===== src/rtl/barcode_frame_sequencer.sv =====
// barcode_frame_sequencer: buffers digits in a small FIFO and sends each frame
// as a serial bar stream: start guard, an 11-bit code per digit, stop guard.
// The 11-bit code comes from the external numToBarcodeConverter (conv_num -> conv_bc).
//
// state  | meaning
// -------+------------------------------------------------------------
// IDLE   | no frame in progress; waiting for a buffered digit
// START  | sending the start guard bars
// LOAD   | one cycle: capture conv_bc, pop the FIFO head, latch its last flag
// DATA   | sending the 11 code bars of the loaded digit, MSB first
// WAIT   | underrun inside a frame; bars paused until a digit arrives
// STOP   | sending the stop guard bars; frame_done follows the final bar
module barcode_frame_sequencer #(
  parameter int                 DEPTH      = 4,
  parameter int                 BIT_CYCLES = 4,
  parameter int                 GUARD_W    = 3,
  parameter logic [GUARD_W-1:0] GUARD_PAT  = 3'b101
) (
  input  logic        clk,
  input  logic        rst_n,
  input  logic [3:0]  digit_in,
  input  logic        digit_valid,
  input  logic        digit_last,
  output logic        digit_ready,
  output logic [3:0]  conv_num,
  input  logic [10:0] conv_bc,
  output logic        bar_out,
  output logic        bar_valid,
  output logic        bar_strobe,
  output logic        frame_active,
  output logic        frame_done
);

  localparam int AW = (DEPTH > 1) ? $clog2(DEPTH) : 1;
  localparam int CW = (BIT_CYCLES > 1) ? $clog2(BIT_CYCLES) : 1;
  // Guard bars are sent from the top of the same shift register as code bars.
  localparam logic [10:0] GUARD_WORD = 11'(GUARD_PAT) << (11 - GUARD_W);

  typedef enum logic [2:0] {S_IDLE, S_START, S_LOAD, S_DATA, S_WAIT, S_STOP} state_t;

  state_t          state, state_nxt;
  logic [4:0]      mem [DEPTH];
  logic [AW-1:0]   wr_ptr, rd_ptr, rd_next;
  logic [AW:0]     count, count_next;
  logic            push, pop, empty, full;
  logic [3:0]      head_next;
  logic [CW-1:0]   bar_cnt;
  logic [3:0]      bar_idx;
  logic [10:0]     shreg;
  logic            last_flag;
  logic            bar_wrap, phase_last, phase_end;

  assign empty       = (count == '0);
  assign full        = (count == (AW+1)'(DEPTH));
  assign digit_ready = !full;
  assign push        = digit_valid && !full;
  assign pop         = (state == S_LOAD);
  assign rd_next     = rd_ptr + AW'(pop);
  assign count_next  = count + (AW+1)'(push) - (AW+1)'(pop);

  assign bar_wrap    = bar_valid && (bar_cnt == CW'(BIT_CYCLES - 1));
  assign phase_last  = (state == S_DATA) ? (bar_idx == 4'd10) : (bar_idx == 4'(GUARD_W - 1));
  assign phase_end   = bar_wrap && phase_last;

  // Head of the FIFO as it will be after this edge; a digit pushed into an
  // otherwise empty FIFO becomes the head directly.
  always_comb begin
    head_next = 4'd0;
    if (count_next != '0) begin
      if (push && (wr_ptr == rd_next)) head_next = digit_in;
      else                             head_next = mem[rd_next][3:0];
    end
  end

  // FIFO storage, written on accepted pushes.
  always_ff @(posedge clk) begin
    if (push) mem[wr_ptr] <= {digit_last, digit_in};
  end

  // FIFO pointers, occupancy and the registered converter input.
  always_ff @(posedge clk or negedge rst_n) begin
    if (!rst_n) begin
      wr_ptr   <= '0;
      rd_ptr   <= '0;
      count    <= '0;
      conv_num <= 4'd0;
    end else begin
      if (push) wr_ptr <= wr_ptr + AW'(1);
      rd_ptr   <= rd_next;
      count    <= count_next;
      conv_num <= head_next;
    end
  end

  // State register.
  always_ff @(posedge clk or negedge rst_n) begin
    if (!rst_n) state <= S_IDLE;
    else        state <= state_nxt;
  end

  // Next-state logic.
  always_comb begin
    state_nxt = state;
    case (state)
      S_IDLE:  if (!empty) state_nxt = S_START;
      S_START: if (phase_end) state_nxt = S_LOAD;
      S_LOAD:  state_nxt = S_DATA;
      S_DATA:  if (phase_end) begin
                 if (last_flag)   state_nxt = S_STOP;
                 else if (!empty) state_nxt = S_LOAD;
                 else             state_nxt = S_WAIT;
               end
      S_WAIT:  if (!empty) state_nxt = S_LOAD;
      S_STOP:  if (phase_end) state_nxt = S_IDLE;
      default: state_nxt = S_IDLE;
    endcase
  end

  // Output decode from the current state and bar shift register.
  always_comb begin
    bar_valid    = (state == S_START) || (state == S_DATA) || (state == S_STOP);
    bar_out      = bar_valid && shreg[10];
    bar_strobe   = bar_valid && (bar_cnt == '0);
    frame_active = (state != S_IDLE);
  end

  // Bar timing, bar shifting, last-flag capture and the frame_done pulse.
  always_ff @(posedge clk or negedge rst_n) begin
    if (!rst_n) begin
      bar_cnt    <= '0;
      bar_idx    <= 4'd0;
      shreg      <= 11'd0;
      last_flag  <= 1'b0;
      frame_done <= 1'b0;
    end else begin
      if (!bar_valid || bar_wrap) bar_cnt <= '0;
      else                        bar_cnt <= bar_cnt + CW'(1);

      if (!bar_valid || phase_end) bar_idx <= 4'd0;
      else if (bar_wrap)           bar_idx <= bar_idx + 4'd1;

      if ((state == S_IDLE) && !empty)                       shreg <= GUARD_WORD;
      else if (state == S_LOAD)                              shreg <= conv_bc;
      else if ((state == S_DATA) && phase_end && last_flag)  shreg <= GUARD_WORD;
      else if (bar_wrap)                                     shreg <= shreg << 1;

      if (state == S_LOAD) last_flag <= mem[rd_ptr][4];

      frame_done <= (state == S_STOP) && phase_end;
    end
  end

endmodule


===== config.mk =====
export PLATFORM = sky130hd
export DESIGN_NAME = barcode_frame_sequencer
export DESIGN_NICKNAME = d
export VERILOG_FILES = /design/src/rtl/barcode_frame_sequencer.sv
export SDC_FILE = /design/constraint.sdc
export NUM_CORES = 1
export LEC_CHECK = 0
export CORE_MARGIN = 4
export CORE_UTILIZATION = 55
export DETAILED_ROUTE_END_ITERATION = 16
export HOLD_SLACK_MARGIN = 0.08
export PLACE_DENSITY = 0.85
export SLEW_MARGIN = 10
export SYNTH_ARGS = -nofsm -noshare
export SYNTH_HDL_FRONTEND = slang
export SYNTH_SLANG_ARGS = --single-unit

===== constraint.sdc =====
create_clock -name clk -period 3 [get_ports clk]
set_input_delay 0.45 -clock clk [delete_from_list [all_inputs] [get_ports clk]]
set_output_delay 0.45 -clock clk [all_outputs]
set_load 0.01 [all_outputs]

* Word level (Yosys, flattened, before mapping) *
Memories as Yosys holds them, arrays and structs flattened. A register that Yosys moved wholly into a read port is not among the register bits.
Cells that the tools add are included.

operators by class
  add/subtract/negate cells = 6
  equality and inequality tests = 15
  reduce and logical (&&, ||, !) cells = 26
  multiplexer cells = 20

operators by type and width
  cell                 count
  $mux 11              4
  $mux 3               7
  $pmux 3 s6           1
  $mux 4               4
  $logic_and 1x1->1    10
  $ne 2x2->1 const B   5
  $eq 3x3->1 const B   3
  $eq 3x2->1 const B   2
  $logic_not 3->1      2
  $reduce_bool 3->1    2
  $reduce_and 5->1     1
  $add 2x1->2 const B  2
  $add 4x1->4 const B  1
  $eq 4x2->1 const B   1
  $eq 4x4->1 const B   1
  $logic_not 1->1      4
  $logic_or 1x1->1     4
  $reduce_bool 4->1    1
  $add 3x1->3          1
  $eq 3x1->1 const B   1
  $mux 1               3
  $sub 3x1->3          1
  $add 2x1->2          1
  $eq 2x2->1           1
  other kinds (4)      4

word-level totals
  output and inout port bits = 10
  bits in writable memories = 20
  word-level logic and storage cells = 77
  memories = 1
  flip-flop bits (word level) = 32
  bits of input ports = 19

memories
  memory  depth  width  read ports  clocked after memory_dff  write ports  line  source
  mem     4      5      2           1                         1            42    logic [4:0] mem [DEPTH];

* Longest topological paths before layout *
Gate-level depths: netlist of run 1.

  depth after elaboration = 10
  gate-level depth with buffers = 13

* Worst setup path before layout of run 1 *
No wires, ideal clock.

  kind = flip-flop to flip-flop
  start point = register state[2]
  end point = register conv_num[0]
  setup slack = 235 ps
  arrival = 2644 ps
  cell stages (with the launch flop) = 13
  path buffers = 2
  cell sequence = dfrtp_1 > clkbuf_1 > nor2b_1 > nand2b_1 > inv_2 > clkbuf_1 > ha_1 > inv_1 > ha_1 > fa_1 > nor3_1 > nor2_1 > a22o_1

on the way
  elaborated cells on any way between the ends = 9

RTL lines
  what                      line  source
  start: declaration        41    state_t state, state_nxt;
  start signal: assignment  98    else state <= state_nxt;
  $eq 3x2->1                57    assign pop = (state == S_LOAD);
  $sub 3x1->3               59    assign count_next = count + (AW+1)'(push) - (AW+1)'(pop);
  net count_next[1]         44    logic [AW:0] count, count_next;
  $reduce_bool 3->1         69    if (count_next != '0) begin
  $mux 4                    69
  net head_next[0]          46    logic [3:0] head_next;
  end signal: assignment    91    conv_num <= head_next;
  end: declaration          25    output logic [3:0] conv_num,

The timed path passes the listed nets, and every way through them passes these cells.
A chain may end at the register's enable or synchronous reset.

* Final worst setup path of run 1 *
  start point = register count[1]
  end point = register conv_num[3]

on the way
  cells in the longest elaborated chain, start to end = 7
  elaborated cells on any way between the ends = 9

RTL lines
  what                      line  source
  start: declaration        44
  start signal: assignment  90    count <= count_next;
  $eq 3x3->1                54    assign full = (count == (AW+1)'(DEPTH));
  $logic_not 1->1           56    assign push = digit_valid && !full;
  $logic_and 1x1->1         56
  $add 3x1->3 *             59
  $sub 3x1->3 *             59
  net count_next[1]         44
  $reduce_bool 3->1 *       69
  $mux 4 *                  69
  net head_next[3]          46

Mark *: on every way through the listed nets, which the timed path passes. The rest lies on a longest branch.

==> impl_metrics.py, run 1 <==
metrics = {
    "status": {
        "status": "complete, no violations",
    },
    "layout": {
        "nets": 273,
        "area.growth.synth_to_final_pct": 17.9,
        "insertedDiodeCount": 0,
        "final-instance-count-excl-fill": 295,
        "drive_above_1_share": 0.0988,
        "finalInstanceArea_um2": 2950,
        "final_util": 0.673,
    },
    "logic_synthesis": {
        "syn_nets": 242,
        "yosys_warnings": 0,
        "synth_top_area_cell": "dfrtp_1",
        "yosys.area_share.simple": 0.160,
        "syn_avg_cell_area_um2": 11.9,
        "ys_top_cells_by_count": "dfrtp_1, edfxtp_1, nand2_1",
        "ys_seq_area_frac": 0.570,
        "ys_seq_elements": 53,
        "synth_compound_area_frac": 0.0845,
        "ys.flop_type": "dfrtp_1",
        "synth_most_common_cell": "dfrtp_1",
        "synth_top_area_frac": 0.330,
        "synthTopCellsByArea": "dfrtp_1, edfxtp_1, ha_1",
        "syn_inst": 211,
        "async_reset_ff_frac": 0.623,
        "synth_mux_area_frac": 0.0535,
        "synthXorXnorAreaFrac": 0.0355,
        "synth_top_family_by_area": "simple AND/OR/NAND/NOR gates",
        "synth_fa_ha_area_frac": 0.0630,
        "synth_edf_count": 20,
        "synth.distinct_cells": 40,
        "syn_area_um2": 2500,
    },
    "clocking": {
        "clockBufferDepth": 2,
        "clk_pin_slew_worst_paths_ns": 0.09,
        "clock-sinks": 53,
        "cts_root_buffer": "clkbuf_8",
        "postCtsHoldBufs": 0,
        "post_cts_resized": 0,
        "clk_latency_ns": 0.31,
        "cts_tree": "built",
        "cts_setup_buffers": 0,
        "h-tree-depth": 2,
        "cts_buffers": 5,
    },
    "critical_path": {
        "path_common_cell": "ha_1",
        "critPathTopFamily": "simple AND/OR/NAND/NOR gates",
        "cp-start-kind": "flop",
        "cp_max_fo": 7,
        "critPathBufInv": 1,
        "critPathRequiredTime_ns": 3.20,
        "critPathSlowestCell": "or3b_1",
        "crit_path_max_incr_delay_ns": 0.51,
        "cp_cell_sequence": "or3b_1 -> nand2_1 -> ha_1 -> inv_1 -> ha_1 -> fa_1 -> nor3_2 -> nor2_1 -> a22o_1",
        "crit_arrival_ns": 2.94,
        "path_class": "flop to flop",
        "worstSetupEndpointType": "flop",
    },
    "floorplan": {
        "die_area_um2": 5690,
        "rows": 24,
        "die_h_um": 75.4,
        "die_x_um": 75.4,
        "core_um2": 4380,
        "start_util": 0.570,
        "ioPinCount": 29,
    },
    "sta": {
        "finalMaxSlewViolations": 0,
        "clock_skew_ns": 0.00609,
        "finalSetupTns_ns": 0,
        "fmax_ghz": 0.365,
        "setup_viol": 0,
        "rsz0062_at_grt": "no",
        "maxSlewHeadroom": 0.431,
        "worst_slew_pin_slew_ns": 0.850,
        "hold_viol_final": 0,
        "fin_crit_sh": 0.913,
        "timing.final.crit_period_ns": 2.74,
    },
    "global_route": {
        "antenna_found_initial": 0,
        "gr-total-overflow": 0,
        "grt_pass1_vias": 1676,
        "grt_max_degree": 34,
        "grt_pass1_wl_mm": 8.15,
        "globalRouteTotalUtil": 0.195,
    },
    "routing": {
        "postRouteAntennaNets": 0,
        "drtIter0Drc": 190,
        "via_per_inst": 5.87,
        "num_vias": 1732,
        "wl_per_cell_um": 16.3,
        "postRouteWirelength_mm": 4.81,
        "first_pass_iters": 4,
        "route.detailed.drc": 0,
    },
    "pwr": {
        "powerDensity_nw_per_um2": 618,
        "p_total_mw": 1.82,
        "swShare": 0.290,
        "leakage_nw": 1.25,
        "pwr-share-seq": 0.520,
        "clkPwrFrac": 0.224,
        "p_int_mw": 1.30,
        "peakVddDrop_mv": 0.465,
        "pwr-share-comb": 0.255,
        "switching_power_mw": 0.528,
    },
    "placement": {
        "io_buffers": 28,
        "dp.cells": 287,
        "dpl.hpwl_mm": 3.48,
        "gp_congestion": 0.869,
        "placed_cell_area_um2": 2850,
    },
    "worst_hold_path": {
        "hp-class": "flop to flop",
    },
    "job": {
        "cap_violations": 0,
    },
}
-- metrics by stage --
| step | worst slack, ns | hold slack, ns |
|---|---|---|
| finish | 0.260 | 0.485 |
| global route | 0.0778 | 0.512 |
| global placement | 0.175 | 0.464 |
| floorplan | 0.235 | 0.154 |
| CTS | 0.178 | 0.490 |
| detailed placement | 0.0886 | 0.475 |
-- cell type report --
type	count	area [µm²]
clock buffers	5	68.8
clock inverters	3	21.3
fillers	325	1440
inverters	10	37.5
multi-input cells	137	997
flip-flops and latches	53	1430
well taps	52	65.1
repair buffers	35	333
-- registers in the layout (all words and copies together), names as in the netlist --
register    cells
mem            20
frame_done      1
shreg          11
rd_ptr          2
wr_ptr          2
state           3
bar_cnt         2
conv_num        4
count           3
last_flag       1
bar_idx         4
-- power by group through the flow --
stage	Clock (mW)	Sequential (mW)	Combinational [mW]
after floorplan	0	0.957	0.271
after global placement	0	0.959	0.433
after detailed placement	0	0.965	0.460
after CTS	0.423	0.949	0.461
after global routing	0.458	0.959	0.516
final	0.409	0.949	0.465
-- per-layer routing --
| metal | up-vias | track usage | wire length, µm |
|---|---|---|---|
| met2 | 52 | 0.293 | 2310 |
| li1 | 824 | - | - |
| met4 | 0 | 0.0757 | 73 |
| met5 | - | 0 | 0 |
| met1 | 850 | 0.273 | 2140 |
| met3 | 6 | 0.0488 | 289 |
-- worst register-to-register path, cell delays in order (launching register included) --
cell	delay [ns]
dfrtp_1	0.43
or3b_1	0.51
nand2_1	0.18
ha_1	0.25
inv_1	0.06
ha_1	0.15
fa_1	0.45
nor3_2	0.23
nor2_1	0.12
a22o_1	0.25
-- logic make-up after synthesis --
group | Yosys count
xor gates and xnor gates | 7
buffers and inverters | 21
DFF | 53
muxes | 7
adders and majority gates | 12
and+or+nand+nor | 77
AOI/OAI and AO/OA | 34
-- path summary, 6_finish.rpt --
kind | start | slack [ns] | endpoint | depth (start not counted)
max | count[1]$_DFF_PN0_ | 0.26 | conv_num[3]$_DFF_PN0_ | 9
min | bar_cnt[0]$_DFF_PN0_ | 0.48 | bar_cnt[0]$_DFF_PN0_ | 1
max reg2reg | count[1]$_DFF_PN0_ | 0.26 | conv_num[3]$_DFF_PN0_ | 9
min reg2reg | bar_cnt[0]$_DFF_PN0_ | 0.48 | bar_cnt[0]$_DFF_PN0_ | 1
max in group asynchronous | rst_n | 2.15 | shreg[4]$_DFFE_PN0P_ | 2
min in group asynchronous | rst_n | 0.53 | shreg[10]$_DFFE_PN0P_ | 2
-- layout by cell type (no fill, tap or decap), types with 5 or more instances in the layout --
master / count
ha_1: 11
a21oi_1: 12
inv_1: 9
edfxtp_1: 20
nor3_1: 5
nand3_1: 13
buf_4: 7
a31oi_1: 6
mux4_2: 5
nor2_1: 10
clkdlybuf4s50_1: 28
and3_1: 7
nand2_1: 19
dfrtp_1: 33
clkbuf_8: 5
Power figures use the tool's default switching activity.
==> inputs of run 2 (changes only) <==
HOLD_SLACK_MARGIN = unset   (was 0.08)
SLEW_MARGIN = 20   (was 10)
clock period = 2.75 ns   (was 3 ns; I/O delays follow)
==> run 2 against run 1 <==
Against the previous run:
- cell area grew 0.76%
- combinational power grew 12%
- count of clock-buffer cells in the layout is the same
- via count shrank 0.75%
- setup slack lost 0.078 ns
- global-route usage shrank 0.12 points
- critical path type unchanged
- critical endpoint is now conv_num[1]$_DFF_PN0_
- largest power group unchanged
==> impl_metrics.py, run 2 (synthesized netlist as in run 1, its figures left out) <==
metrics = {
    "global_route": {
        "globalRouteTotalUtil": 0.193,
        "antenna_found_initial": 0,
        "grt_pass1_wl_mm": 8.19,
        "grt_pass1_vias": 1690,
        "grt_max_degree": 34,
        "gr-total-overflow": 0,
    },
    "sta": {
        "fin_crit_sh": 0.934,
        "finalMaxSlewViolations": 0,
        "setup_viol": 0,
        "fin_ws_ns": 0.182,
        "hold_viol_final": 0,
        "timing.final.crit_period_ns": 2.57,
        "maxSlewHeadroom": 0.530,
        "rsz0062_at_grt": "no",
        "fmax_ghz": 0.389,
        "clock_skew_ns": 0.00902,
        "worst_slew_pin_slew_ns": 0.699,
    },
    "layout": {
        "insertedDiodeCount": 0,
        "layout_common_cells": "dfrtp_1, clkdlybuf4s50_1, edfxtp_1",
        "largest_reg_flops": 20,
        "largest-register": "mem",
        "finalInstanceArea_um2": 2970,
        "reg.largest.list": "mem x20, shreg x11",
        "nets": 276,
        "area.growth.synth_to_final_pct": 18.8,
        "drive_above_1_share": 0.110,
        "final_common_cell": "dfrtp_1",
    },
    "floorplan": {
        "die_h_um": 75.4,
        "core_um2": 4380,
        "die_x_um": 75.4,
        "start_util": 0.570,
        "rows": 24,
        "die_area_um2": 5690,
        "ioPinCount": 29,
    },
    "critical_path": {
        "critPathSlowestCell": "fa_1",
        "cp_max_fo": 4,
        "cp-start-kind": "flop",
        "path_common_cell": "ha_1",
        "crit_arrival_ns": 2.77,
        "path_class": "flop to flop",
        "worstSetupEndpointType": "flop",
        "cp_cell_sequence": "or3b_1 -> nand2_1 -> ha_1 -> inv_1 -> ha_1 -> fa_1 -> nor3_2 -> nor2_1 -> a22o_1",
        "crit_path_max_incr_delay_ns": 0.45,
        "critPathRequiredTime_ns": 2.95,
    },
    "pwr": {
        "clkPwrFrac": 0.219,
        "swShare": 0.285,
        "pwr-share-seq": 0.520,
        "peakVddDrop_mv": 0.443,
        "powerDensity_nw_per_um2": 670,
        "switching_power_mw": 0.566,
        "p_total_mw": 1.99,
        "pwr-share-comb": 0.261,
        "leakage_nw": 1.26,
        "p_int_mw": 1.42,
    },
    "clocking": {
        "clk_latency_ns": 0.31,
        "cts_tree": "built",
        "h-tree-depth": 2,
        "cts_root_buffer": "clkbuf_8",
        "clock-sinks": 53,
        "clk_pin_slew_worst_paths_ns": 0.09,
        "cts_buffers": 5,
        "clockBufferDepth": 2,
        "postCtsHoldBufs": 0,
    },
    "status": {
        "status": "complete, no violations",
    },
    "routing": {
        "num_vias": 1719,
        "wl_per_cell_um": 16.3,
        "postRouteAntennaNets": 0,
        "drtIter0Drc": 184,
        "via_per_inst": 5.77,
        "first_pass_iters": 4,
        "postRouteWirelength_mm": 4.85,
        "route.detailed.drc": 0,
    },
    "placement": {
        "io_buffers": 28,
        "placed_cell_area_um2": 2880,
        "gp_congestion": 0.851,
        "pre_cts_ws_ns": -0.0908,
        "dpl.hpwl_mm": 3.60,
    },
    "job": {
        "cap_violations": 0,
    },
    "worst_hold_path": {
        "hp-class": "flop to flop",
    },
}
## run 2: changes by cell type in the layout (fill, tap and decap cells not counted)
| cell | change |
|---|---|
| buf_4 | +3 |
## run 2: what timing repair did
item                                    in CTS  in global routing
buffers inserted                             0                  0
resized for setup                            0                  1
endpoints found under the setup margin       0                  4
## run 2: final cells by class
cell class                      count  area [µm²]
Tap cell                           52        65.1
Clock buffer                        5        68.8
Inverter                           10        37.5
Sequential cell                    53        1430
Timing Repair Buffer               38         355
Multi-Input combinational cell    137         997
Clock inverter                      3        21.3
Fill cell                         338        1410
## run 2: per-layer routing
layer / track usage / share of wire / vias up
met4: 0.0583 / 0.012 / 0
met3: 0.0396 / 0.051 / 6
li1: - / - / 831
met5: 0 / 0 / -
met1: 0.263 / 0.43 / 829
met2: 0.316 / 0.50 / 53
## run 2: power by group through the flow
stage               sequential [mW]  combinational [mW]  clock [mW]
floorplan                      1.04               0.296           0
global placement               1.05               0.483           0
detailed placement             1.05               0.512           0
CTS                            1.04               0.514       0.452
global route                   1.05               0.574       0.480
finish                         1.04               0.519       0.437
## run 2: path summary, 6_finish.rpt
check | startpoint | to | slack (ns) | depth (start not counted)
worst max register to register | count[1]$_DFF_PN0_ | conv_num[1]$_DFF_PN0_ | 0.18 | 9
worst min-delay path | bar_cnt[0]$_DFF_PN0_ | bar_cnt[0]$_DFF_PN0_ | 0.48 | 1
max in group asynchronous | rst_n | count[0]$_DFF_PN0_ | 1.95 | 2
worst min register to register | bar_cnt[0]$_DFF_PN0_ | bar_cnt[0]$_DFF_PN0_ | 0.48 | 1
min in group asynchronous | rst_n | bar_cnt[1]$_DFF_PN0_ | 0.49 | 2
worst max-delay path | count[1]$_DFF_PN0_ | conv_num[1]$_DFF_PN0_ | 0.18 | 9
## run 2: worst max-delay path: cells and delay by family (launching register included)
kind,cells,cell delay (ns)
and+or+nand+nor,4,0.91
adders and majority gates,3,0.84
DFF,1,0.42
AOI/OAI and AO/OA,1,0.24
buffers and inverters,1,0.06
## run 2: metrics by stage
step | instances | TNS, ns | util | hold slack (ns)
after floorplan | 211 | 0 | - | 0.117
after global placement | 290 | 0 | 0.656 | 0.462
after detailed placement | 290 | -0.326 | 0.656 | 0.470
after CTS | 298 | 0 | 0.677 | 0.486
after global routing | 298 | 0 | 0.678 | 0.527
final | 298 | 0 | 0.678 | 0.481
==> inputs of run 3 (changes only) <==
CORE_UTILIZATION = 60   (was 55)
DONT_BUFFER_PORTS = 1   (was unset)
PLACE_DENSITY = 0.82   (was 0.85)
==> run 3 against run 2 <==
Against the previous run:
- first-iteration DRC count fell by 27%
- clock skew increased by 0.00063 ns
- cell count decreased by 11%
- critical path type unchanged
- critical endpoint is now conv_num[3]$_DFF_PN0_
==> impl_metrics.py, run 3 (synthesized netlist as in run 1, its figures left out) <==
metrics = {
    "sta": {
        "worst_slew_pin_slew_ns": 0.852,
        "finalSetupTns_ns": 0,
        "setup_viol": 0,
        "maxSlewHeadroom": 0.430,
        "hold_ws_ns": 0.206,
        "fin_crit_sh": 0.951,
        "hold_viol_final": 0,
        "timing.final.crit_period_ns": 2.61,
        "finalMaxSlewViolations": 0,
        "clock_skew_ns": 0.00965,
        "rsz0062_at_grt": "no",
        "fmax_ghz": 0.382,
    },
    "critical_path": {
        "worstSetupEndpointType": "flop",
        "critPathTopFamily": "simple AND/OR/NAND/NOR gates",
        "path_common_cell": "ha_1",
        "crit_path_max_incr_delay_ns": 0.45,
        "critPathLaunch": "count[1]$_DFF_PN0_",
        "path_class": "flop to flop",
        "reg2reg_from": "count[1]$_DFF_PN0_",
        "cp_max_fo": 4,
        "cp-start-kind": "flop",
        "critPathSlowestCell": "fa_1",
        "critPathBufInv": 1,
        "crit_arrival_ns": 2.80,
        "cp_cell_sequence": "or3b_1 -> nand2_1 -> ha_1 -> inv_1 -> ha_1 -> fa_1 -> nor3_2 -> nor2_1 -> a22o_1",
        "critPathRequiredTime_ns": 2.94,
    },
    "routing": {
        "postRouteAntennaNets": 0,
        "num_vias": 1596,
        "postRouteWirelength_mm": 4.55,
        "drtIter0Drc": 135,
        "wl_per_cell_um": 17.1,
        "route.detailed.drc": 0,
        "first_pass_iters": 4,
        "via_per_inst": 6.00,
    },
    "floorplan": {
        "core_um2": 4030,
        "rows": 23,
        "die_h_um": 72.6,
        "die_x_um": 72.6,
        "start_util": 0.621,
        "ioPinCount": 29,
        "die_area_um2": 5270,
    },
    "pwr": {
        "powerDensity_nw_per_um2": 697,
        "leakage_nw": 1.15,
        "peakVddDrop_mv": 0.445,
    },
    "global_route": {
        "grt_pass1_vias": 1652,
        "grt_pass1_wl_mm": 7.70,
        "grtUsageMet1": 0.250,
        "met2_usage": 0.307,
        "globalRouteTotalUtil": 0.192,
        "grt-busiest-layer": "met2",
        "gr-total-overflow": 0,
        "antenna_found_initial": 0,
        "grt_max_degree": 34,
        "grt_use_met3": 0.0526,
    },
    "clocking": {
        "cts_setup_buffers": 0,
        "cts_tree": "built",
        "cts_root_buffer": "clkbuf_8",
        "h-tree-depth": 2,
        "clockBufferDepth": 2,
        "clk_pin_slew_worst_paths_ns": 0.09,
        "clk_latency_ns": 0.30,
        "cts_buffers": 5,
        "clock-sinks": 53,
    },
    "placement": {
        "dpl.hpwl_mm": 3.43,
        "io_buffers": 0,
        "gp_congestion": 0.867,
    },
    "layout": {
        "drive_above_1_share": 0.111,
        "insertedDiodeCount": 0,
        "layout_common_cells": "dfrtp_1, edfxtp_1, nand2_1",
        "area.growth.synth_to_final_pct": 7.40,
        "nets": 246,
        "largest_reg_flops": 20,
        "largest-register": "mem",
        "reg.largest.list": "mem x20, shreg x11",
        "final_common_cell": "dfrtp_1",
    },
    "worst_hold_path": {
        "min_from": "digit_in[1]",
        "hp-class": "input port to flop",
    },
    "job": {
        "cap_violations": 0,
    },
    "status": {
        "status": "complete, no violations",
    },
}
[run 3: cell type report]
cell class	count	area, µm²
clock inverters	2	13.8
inverters	10	37.5
flip-flops and latches	53	1430
fillers	311	1340
well taps	50	62.6
repair buffers	8	75.1
clock buffers	6	73.8
multi-input cells	137	997
[run 3: power breakdown]
group	leakage [nW]	internal, mW	total [mW]	switching [mW]
logic	0.518	0.199	0.397	0.197
registers	0.586	0.962	1.05	0.0906
clock network	0.0447	0.184	0.424	0.241
[run 3: path summary, 6_finish.rpt]
check | to | slack [ns] | depth (start not counted)
min in group asynchronous | frame_done$_DFF_PN0_ | 0.54 | 2
max in group asynchronous | wr_ptr[0]$_DFFE_PN0P_ | 2.03 | 2
min reg2reg | bar_cnt[0]$_DFF_PN0_ | 0.48 | 1
max | conv_num[3]$_DFF_PN0_ | 0.14 | 9
max reg2reg | conv_num[3]$_DFF_PN0_ | 0.14 | 9
min | mem[3][1]$_DFFE_PP_ | 0.21 | 0
[run 3: metrics by stage]
step                      cells  setup WS, ns  utilization  area, µm²  power (mW)
after detailed placement    256         0.101        0.636       2560        1.44
after global placement      256         0.227        0.636       2560        1.41
final                       266         0.135        0.667       2690        1.87
after global routing        266        0.0362        0.667       2690        1.98
after CTS                   266        0.0813        0.666       2680        1.87
after floorplan             211        0.0789            -       2500        1.34
[run 3: repair_timing]
action | 4_1_cts | 5_1_grt
gates resized for setup | 0 | 1
hold endpoints to repair | 33 | 0
endpoints found under the setup margin | 0 | 4
hold buffers | 2 | 0
[run 3: layer usage]
layer | vias up | wire length, µm
met5 | - | 0
li1 | 765 | -
met4 | 0 | 53
met2 | 52 | 2290
met3 | 6 | 291
met1 | 773 | 1920
